$ cat config.mk
export PLATFORM = sky130hd
export DESIGN_NAME = serial_subtractor
export DESIGN_NICKNAME = d
export VERILOG_FILES = /design/src/rtl/serial_sub_pkg.sv /design/src/rtl/serial_subtractor_full_subtractor.sv /design/src/rtl/serial_subtractor.sv
export SDC_FILE = /design/constraint.sdc
export NUM_CORES = 1
export LEC_CHECK = 0
export BUFFER_PORTS_ARGS = -buffer_cell sky130_fd_sc_hd__buf_2
export CAP_MARGIN = 30
export CORE_MARGIN = 2
export CORE_UTILIZATION = 55
export DETAILED_ROUTE_END_ITERATION = 8
export PLACE_DENSITY = 0.84
export SLEW_MARGIN = 20
export SYNTH_ARGS = -nofsm -noshare
export SYNTH_HDL_FRONTEND = slang
export SYNTH_SLANG_ARGS = --single-unit
$ cat constraint.sdc
create_clock -name clk -period 3.2 [get_ports clk]
set_input_delay 0.64 -clock clk [delete_from_list [all_inputs] [get_ports clk]]
set_output_delay 0.64 -clock clk [all_outputs]
set_load 0.02 [all_outputs]
$ cat src/rtl/serial_sub_pkg.sv
// Shared definitions for the bit-serial subtractor: FSM state encoding.
package serial_sub_pkg;

    typedef enum logic [1:0] {
        ST_IDLE  = 2'd0,
        ST_SHIFT = 2'd1,
        ST_DONE  = 2'd2
    } state_t;

endpackage

$ cat src/rtl/serial_subtractor_full_subtractor.sv
// One-bit full subtractor cell: diff = x - y - bi, bo = borrow out.
module full_subtractor (
    input  logic x,
    input  logic y,
    input  logic bi,
    output logic diff,
    output logic bo
);

    // Pure combinational difference/borrow equations
    always_comb begin
        diff = x ^ y ^ bi;
        bo   = (~x & y) | (~(x ^ y) & bi);
    end

endmodule

$ cat src/rtl/serial_subtractor.sv
// Bit-serial two's-complement subtractor, d = a - b - bin, LSB first.
// Optional signed-overflow output is enabled by defining SERIAL_SUB_OVF_EN.
module serial_subtractor
    import serial_sub_pkg::*;
#(
    parameter int WIDTH = 8
) (
    input  logic             clk,
    input  logic             rst,
    input  logic             start,
    input  logic [WIDTH-1:0] a,
    input  logic [WIDTH-1:0] b,
    input  logic             bin,
    output logic             busy,
    output logic             done,
    output logic [WIDTH-1:0] d,
`ifdef SERIAL_SUB_OVF_EN
    output logic             ovf,
`endif
    output logic             bout
);

    localparam int CW = $clog2(WIDTH);
    localparam logic [CW-1:0] CNT_LAST = CW'(WIDTH - 1);

    state_t           state_q, state_d;
    logic [WIDTH-1:0] a_sr_q, a_sr_d;
    logic [WIDTH-1:0] b_sr_q, b_sr_d;
    logic [WIDTH-1:0] res_q, res_d;
    logic             borrow_q, borrow_d;
    logic [CW-1:0]    cnt_q, cnt_d;
    logic [WIDTH-1:0] d_q, d_d;
    logic             bout_q, bout_d;
`ifdef SERIAL_SUB_OVF_EN
    logic             a_msb_q, a_msb_d;
    logic             b_msb_q, b_msb_d;
    logic             ovf_q, ovf_d;
`endif

    logic cell_diff;
    logic cell_bo;
    logic accept;
    logic last_bit;

    full_subtractor u_cell (
        .x    (a_sr_q[0]),
        .y    (b_sr_q[0]),
        .bi   (borrow_q),
        .diff (cell_diff),
        .bo   (cell_bo)
    );

    assign accept   = start && (state_q == ST_IDLE || state_q == ST_DONE);
    assign last_bit = (state_q == ST_SHIFT) && (cnt_q == CNT_LAST);

    // FSM state register
    always_ff @(posedge clk or posedge rst) begin
        if (rst) begin
            state_q <= ST_IDLE;
        end else begin
            state_q <= state_d;
        end
    end

    // FSM next-state logic
    always_comb begin
        state_d = state_q;
        case (state_q)
            ST_IDLE:  if (start) state_d = ST_SHIFT;
            ST_SHIFT: if (cnt_q == CNT_LAST) state_d = ST_DONE;
            ST_DONE:  state_d = start ? ST_SHIFT : ST_IDLE;
            default:  state_d = ST_IDLE;
        endcase
    end

    // FSM outputs decoded from state
    always_comb begin
        busy = (state_q == ST_SHIFT);
        done = (state_q == ST_DONE);
    end

    // Datapath next values: operand capture, serial shift, result latch
    always_comb begin
        a_sr_d   = a_sr_q;
        b_sr_d   = b_sr_q;
        res_d    = res_q;
        borrow_d = borrow_q;
        cnt_d    = cnt_q;
        d_d      = d_q;
        bout_d   = bout_q;
`ifdef SERIAL_SUB_OVF_EN
        a_msb_d  = a_msb_q;
        b_msb_d  = b_msb_q;
        ovf_d    = ovf_q;
`endif
        if (accept) begin
            a_sr_d   = a;
            b_sr_d   = b;
            res_d    = '0;
            borrow_d = bin;
            cnt_d    = '0;
`ifdef SERIAL_SUB_OVF_EN
            a_msb_d  = a[WIDTH-1];
            b_msb_d  = b[WIDTH-1];
`endif
        end else if (state_q == ST_SHIFT) begin
            a_sr_d   = {1'b0, a_sr_q[WIDTH-1:1]};
            b_sr_d   = {1'b0, b_sr_q[WIDTH-1:1]};
            res_d    = {cell_diff, res_q[WIDTH-1:1]};
            borrow_d = cell_bo;
            if (last_bit) begin
                // Counter wraps here so it never exceeds WIDTH-1
                cnt_d  = '0;
                d_d    = {cell_diff, res_q[WIDTH-1:1]};
                bout_d = cell_bo;
`ifdef SERIAL_SUB_OVF_EN
                ovf_d  = (a_msb_q ^ b_msb_q) & (cell_diff ^ a_msb_q);
`endif
            end else begin
                cnt_d = cnt_q + CW'(1);
            end
        end
    end

    // Datapath registers
    always_ff @(posedge clk or posedge rst) begin
        if (rst) begin
            a_sr_q   <= '0;
            b_sr_q   <= '0;
            res_q    <= '0;
            borrow_q <= 1'b0;
            cnt_q    <= '0;
            d_q      <= '0;
            bout_q   <= 1'b0;
`ifdef SERIAL_SUB_OVF_EN
            a_msb_q  <= 1'b0;
            b_msb_q  <= 1'b0;
            ovf_q    <= 1'b0;
`endif
        end else begin
            a_sr_q   <= a_sr_d;
            b_sr_q   <= b_sr_d;
            res_q    <= res_d;
            borrow_q <= borrow_d;
            cnt_q    <= cnt_d;
            d_q      <= d_d;
            bout_q   <= bout_d;
`ifdef SERIAL_SUB_OVF_EN
            a_msb_q  <= a_msb_d;
            b_msb_q  <= b_msb_d;
            ovf_q    <= ovf_d;
`endif
        end
    end

    assign d    = d_q;
    assign bout = bout_q;
`ifdef SERIAL_SUB_OVF_EN
    assign ovf  = ovf_q;
`endif

endmodule

==> summary.md, run 1 <==
| Metric | Value |
|---|---|
| Hold Vio Cnt, Final | `0` |
| Initial core utilization | `0.594` |
| Clock network power share | `0.169` |
| Syn Inst Count | `between 100 and 150` |
| Synthesized net count | `between 150 and 200` |
| Largest area contributor in the synthesized netlist | `dfrtp_1` |
| Longest Clk Path Bufs | `2` |
| Initial antenna violation count | `0` |
| RSZ-0062 raised after global routing | `no` |
| Simple-gate share of the synthesized area | `0.0541` |
| Critical path arrival | `between 1.5 and 2 ns` |
| Max FO, Critical Path | `19` |
| Via count | `between 1k and 1.5k` |
| Tcrit/Tclk final | `0.781` |
| Count leader, synth | `dfrtp_1` |
| Worst Hold Class | `in2async` |
| Root Driver | `clkbuf_4` |
| Antenna Nets Post-Route | `0` |
| Die Height | `a little under 60 um` |
| Fmax achieved | `~0.40 GHz` |
| P_sw | `about 660 uW` |
| Die area | `~3500 um^2` |
| Worst setup SP type | `register` |
| Placer Congestion | `~0.78` |
| Seq pwr share | `0.464` |
| Share of synthesized area spent on multiplexers | `0.104` |
| DRC | `0` |
| Pwr Density | `around 990 nW/um^2` |
| Hold-fix buffers, CTS | `0` |
| Routed WL | `2880 um` |
| Die width | `slightly below 60 um` |
| Slew HR | `0.524` |
| Combinational power share | `0.367` |
| Leakage power | `roughly 0.00093 uW` |
| Detailed Routing Iterations Pass 1 | `4` |
| Setup TNS | `0 ns` |
| R2r startpoint | `cnt_q[0]` |
| Tmin final | `between 2 and 2.5 ns` |
| MaxCap Viol Count | `0` |
| Worst R2R End | `d[6]` |
| Number of global-route vias before repair | `1136` |
| H-Tree Level Count | `2` |
| Setup Skew | `between 0.008 and 0.009 ns` |
| Run status | `completed` |
| Synth Flop Type | `dfrtp_1` |
| First-pass GRT wire length | `4860 um` |
| EDFF count, synth | `0` |
| Final Util | `0.668` |
| Mapped cell area | `between 1500 and 2000 um^2` |
| Sink Count | `38` |
| Layout cells sized above 1 | `0.290` |
| Yosys Warn Count | `0` |
| Clock latency on the worst-skew pair | `0.34 ns` |
| Largest net degree at the start of global routing | `21` |
| Slew Limit Fails | `0` |
| Gr usage total | `0.195` |
| WL per Instance | `14.4 um` |
| Post-Synth Adder-Cell Area | `0.0270` |
| Setup bufs post-CTS | `0` |
| Top cells by area, synth | `dfrtp_1 57%, mux2_2 6.8%, a22o_1 5.3%, a21oi_1 4.2%, mux2i_1 3.6%` |
| Final setup viols | `0` |
| Via-per-instance ratio | `about 5.8` |
| Compound-gate portion of the synthesized area | `0.175` |
| Global route overflow | `0` |
| Unique cell type count in the Yosys netlist | `28` |
| Req. time, crit path | `around 2.6 ns` |
| Crit path capture type | `primary output` |
| Core box area | `2810 um^2` |
| FP Rows | `19` |
| Post-cts resize count | `0` |
| Reg2Reg Setup Slack | `1.44 ns` |
| Largest family of logic cells by synthesized area | `compound AO/OA/AOI/OAI gates` |
| Area share of the largest cell type after synthesis | `0.571` |
| Xor and xnor area share after synthesis | `0` |
| Boundary Pins | `31` |
| DP HPWL | `around 2100 um` |
| Initial DRC Count | `33` |
| Sw Share | `0.358` |
| Reg2Reg Depth | `4` |
| Transition time of the tightest slew-check pin | `just over 0.7 ns` |
| Syn-to-layout area delta | `12.5%` |
| Synth cell count leaders | `38 x dfrtp_1, 14 x a21oi_1, 13 x inv_1` |
| Post-synthesis register bit count | `38` |
| Share of flip-flops with an asynchronous set or reset | `1.00` |
| Syn avg cell area | `approximately 12 um^2` |
| # port buffers | `30` |
| Peak VDD IR | `~430 uV` |
| WS Path Type | `reg2out` |
| Clock Pin Slew Worst Setup and Hold Paths | `about 0.1 ns` |
| Pint | `around 1200 uW` |
| Seq/Total Area, Yosys | `0.571` |
| Layout net count | `191` |
| CTS tree | `done` |
| Diodes inserted | `0` |
| TritonCTS Buffers | `5` |
## metal layers
metal	wire length (um)	share of wire	vias up	track usage
li1	-	-	555	-
met1	1260	0.44	565	0.224
met2	1400	0.49	35	0.319
met3	168	0.058	5	0.0742
met4	49	0.017	0	0.0974
met5	0	0	-	0
## power by group through the flow
stage               combinational, uW  sequential, uW  clock [uW]
floorplan                         518             873           0
global placement                  654             850           0
detailed placement                692             867           0
CTS                               690             859         323
global route                      758             889         338
finish                            680             859         312
## logic make-up (layout without fill, tap and decap cells)
logic type | count (synthesis) | in the layout
buffers and inverters | 23 | 53
and+or+nand+nor | 15 | 15
muxes | 16 | 16
AOI/OAI and AO/OA | 44 | 44
adders and majority gates | 3 | 3
DFF | 38 | 38
## through the flow
| step | setup slack (ns) | area (um^2) | std cells | hold WS, ns | total power, uW |
|---|---|---|---|---|---|
| 2_1_floorplan | 1.54 | 1670 | 139 | 0.455 | 1390 |
| 3_3_place_gp | 1.13 | 1800 | 192 | 0.460 | 1500 |
| 3_5_place_dp | 1.08 | 1800 | 192 | 0.465 | 1560 |
| 4_1_cts | 0.691 | 1870 | 200 | 0.400 | 1870 |
| 5_1_grt | 0.581 | 1870 | 200 | 0.438 | 1980 |
| 6_report | 0.701 | 1870 | 200 | 0.397 | 1850 |
## sequential cells by signal (all words and copies together) (netlist names)
signal,flops
cnt_q,3
a_sr_q,8
res_q,7
d,8
borrow_q,1
state_q,2
b_sr_q,8
bout,1
## critical path, cell delays in order (launching register included)
cell,delay (ns)
dfrtp_1,0.69
or2b_2,0.46
clkinv_1,0.18
buf_2,0.19
## placed cells by master (no fill, tap or decap), types with 2 or more instances in the layout
cell type,instances
dfrtp_1,38
buf_2,30
a21oi_1,14
inv_1,13
a22o_1,10
mux2_2,10
o22ai_1,9
nor2b_1,6
mux2i_1,6
a211oi_1,5
clkbuf_4,5
nor2_1,3
o21ai_0,3
ha_1,2
clkbuf_1,2
## final cells by class
type | instances | area [um^2]
clock inverters | 1 | 30.0
fillers | 220 | 931
repair buffers | 31 | 158
flip-flops and latches | 38 | 951
multi-input cells | 78 | 599
clock buffers | 7 | 45.0
well taps | 31 | 38.8
inverters | 14 | 52.6
## how the worst max path moves through the flow
stage	startpoint	to	cells past startpoint
global placement	state_q[0]	busy	3
floorplan	state_q[1]	busy	3
global route	state_q[0]	busy	3
detailed placement	state_q[0]	busy	3
finish	state_q[0]	busy	3
CTS	state_q[0]	busy	3
Note: power is estimated with default switching activity, not from simulation.
==> run 2, diff against run 1 <==
Settings changed: CORE_UTILIZATION 55 to 49, PLACE_DENSITY 0.84 to 0.8.
Clock period 3.2 ns to 2.2 ns, I/O delays scaled along.
==> run 2 against run 1 <==
Utilization decreased by 8.1 points. Worst setup slack worse by 0.47 ns. Critical path type unchanged. Die area increased by 11%. Largest cell class unchanged. Global-route usage down 1.3 points. Final area up 3.7%. Sequential share of layout area decreased by 1.8 points. Total power rose by 56%. Non-clock buffer count is 2 higher. Clock power grew 96%. Clock skew grew 0.00098 ns. Flip-flop and latch count is the same. Via count down 2.1%.
==> summary.md, run 2 (synthesized netlist as in run 1, its figures left out) <==
| Metric | Value |
|---|---|
| Fmax achieved | `approximately 0.51 GHz` |
| Worst Hold Class | `in2async` |
| Number of global-route vias before repair | `between 1k and 1.5k` |
| WL per Instance | `approximately 14 um` |
| Commonest non-fill, non-tap cell in the layout | `dfrtp_1` |
| R2r startpoint | `cnt_q[0]` |
| CP Cell Sequence | `or2b_2, clkinv_1, buf_2` |
| Boundary Pins | `31` |
| Worst setup SP type | `register` |
| Critical path arrival | `approximately 1.5 ns` |
| Gr usage total | `0.183` |
| Antenna Nets Post-Route | `0` |
| Final Util | `0.587` |
| Placer Congestion | `between 0.7 and 0.8` |
| Global route overflow | `0` |
| P_sw | `between 900 and 1000 uW` |
| Die area | `about 3900 um^2` |
| Run status | `completed` |
| Root Driver | `clkbuf_4` |
| H-Tree Level Count | `2` |
| Slew HR | `0.591` |
| Max FO, Critical Path | `13` |
| Sink Count | `38` |
| Longest Clk Path Bufs | `2` |
| Final setup viols | `0` |
| Reg2Reg Setup Slack | `0.43 ns` |
| Setup Skew | `approximately 0.0095 ns` |
| Initial DRC Count | `33` |
| DRC | `0` |
| TritonCTS Buffers | `5` |
| Via count | `1136` |
| Layout cells sized above 1 | `0.310` |
| Sw Share | `0.346` |
| WP buf/inv | `2` |
| Hold-fix buffers, CTS | `0` |
| Setup TNS | `0 ns` |
| CTS tree | `done` |
| Detailed Routing Iterations Pass 1 | `4` |
| Tmin final | `just under 2 ns` |
| Reg2Reg Depth | `4` |
| Setup bufs post-CTS | `0` |
| Die width | `62.3 um` |
| Post-cts resize count | `0` |
| Worst R2R End | `d[5]` |
| Diodes inserted | `0` |
| Met1 GRT Util | `0.216` |
| Peak VDD IR | `~860 uV` |
| Req. time, crit path | `approximately 1.8 ns` |
| Hold Vio Cnt, Final | `0` |
| First-pass GRT wire length | `5420 um` |
| Layout net count | `about 190` |
| Delay-heaviest family, CP | `buffers and inverters` |
| Syn-to-layout area delta | `16.8%` |
| Leakage power | `roughly 0.00096 uW` |
| Top Usage Layer GRT | `met2` |
| Initial core utilization | `0.503` |
| Core box area | `3310 um^2` |
| Placed insts | `roughly 210` |
| Die Height | `about 62 um` |
| FP Rows | `21` |
| Final Cell Area | `~1900 um^2` |
| Pint | `roughly 1900 uW` |
| Fillers | `300` |
| FF/Latch Area | `951 um^2` |
| Tcrit/Tclk final | `0.897` |
| Slew Limit Fails | `0` |
| MaxCap Viol Count | `0` |
| Pwr Density | `about 1500 nW/um^2` |
| Hold_ws | `0.188 ns` |
| Clock Pin Slew Worst Setup and Hold Paths | `between 0.1 and 0.15 ns` |
| Via-per-instance ratio | `between 5 and 6` |
| Seq pwr share | `0.421` |
| Multi-input combinational cell area | `between 500 and 600 um^2` |
| Transition time of the tightest slew-check pin | `about 0.61 ns` |
| Finished Layout Cells | `217` |
| Met3 global-route usage | `0.0688` |
| Clock latency on the worst-skew pair | `~0.34 ns` |
| WS Path Type | `reg2out` |
| # port buffers | `30` |
| Most frequent cells in the layout | `38 x dfrtp_1, 30 x buf_2, 14 x a21oi_1` |
| RSZ-0062 raised after global routing | `no` |
| Placed cell areas | `roughly 1800 um^2` |
| CP max-delay cell | `dfrtp_1` |
| Largest net degree at the start of global routing | `39` |
| Crit path capture type | `primary output` |
| Met2 usage | `0.307` |
| DP HPWL | `roughly 2100 um` |
| Initial antenna violation count | `0` |
| Clock network power share | `0.212` |
| Routed WL | `about 3100 um` |
| Combinational power share | `0.368` |
| Crit path largest cell delay | `slightly below 0.4 ns` |
[run 2: metrics by stage]
step / setup WS [ns] / power (uW)
after floorplan: 0.672 / 2020
after global placement: 0.520 / 2200
after detailed placement: 0.418 / 2290
after CTS: 0.181 / 2910
after global routing: 0.0806 / 3100
final: 0.227 / 2890
[run 2: area by class of cell]
type	instances	share of cell area
sequential	38	0.489
inverter	14	0.0270
timing repair buffer	33	0.0888
clock inverter	2	0.0309
tap	46	0.0296
clock buffer	6	0.0264
multi-input combinational	78	0.308
[run 2: worst min-delay path, delay by kind of cell]
family | cells | cell delay (ns)
buf+inv | 3 | 0.54
[run 2: worst max-delay path by stage]
stage / start / end / cells past startpoint
2_1_floorplan: cnt_q[0] / d[0] / 5
3_3_place_gp: cnt_q[0] / d[7] / 4
3_5_place_dp: cnt_q[0] / d[5] / 4
4_1_cts: state_q[0] / busy / 3
5_1_grt: state_q[0] / busy / 3
6_report: state_q[0] / busy / 3
[run 2: routing by layer]
metal  part of all wire  vias up
li1                   -      552
met4              0.016        0
met3              0.044        7
met1               0.44      552
met5                  0        -
met2               0.50       25
[run 2: power groups by stage]
stage	logic [uW]	clock network (uW)	registers (uW)
after floorplan	753	0	1270
after global placement	1000	0	1200
after detailed placement	1070	0	1230
after CTS	1080	623	1210
after global routing	1190	661	1250
final	1060	611	1210
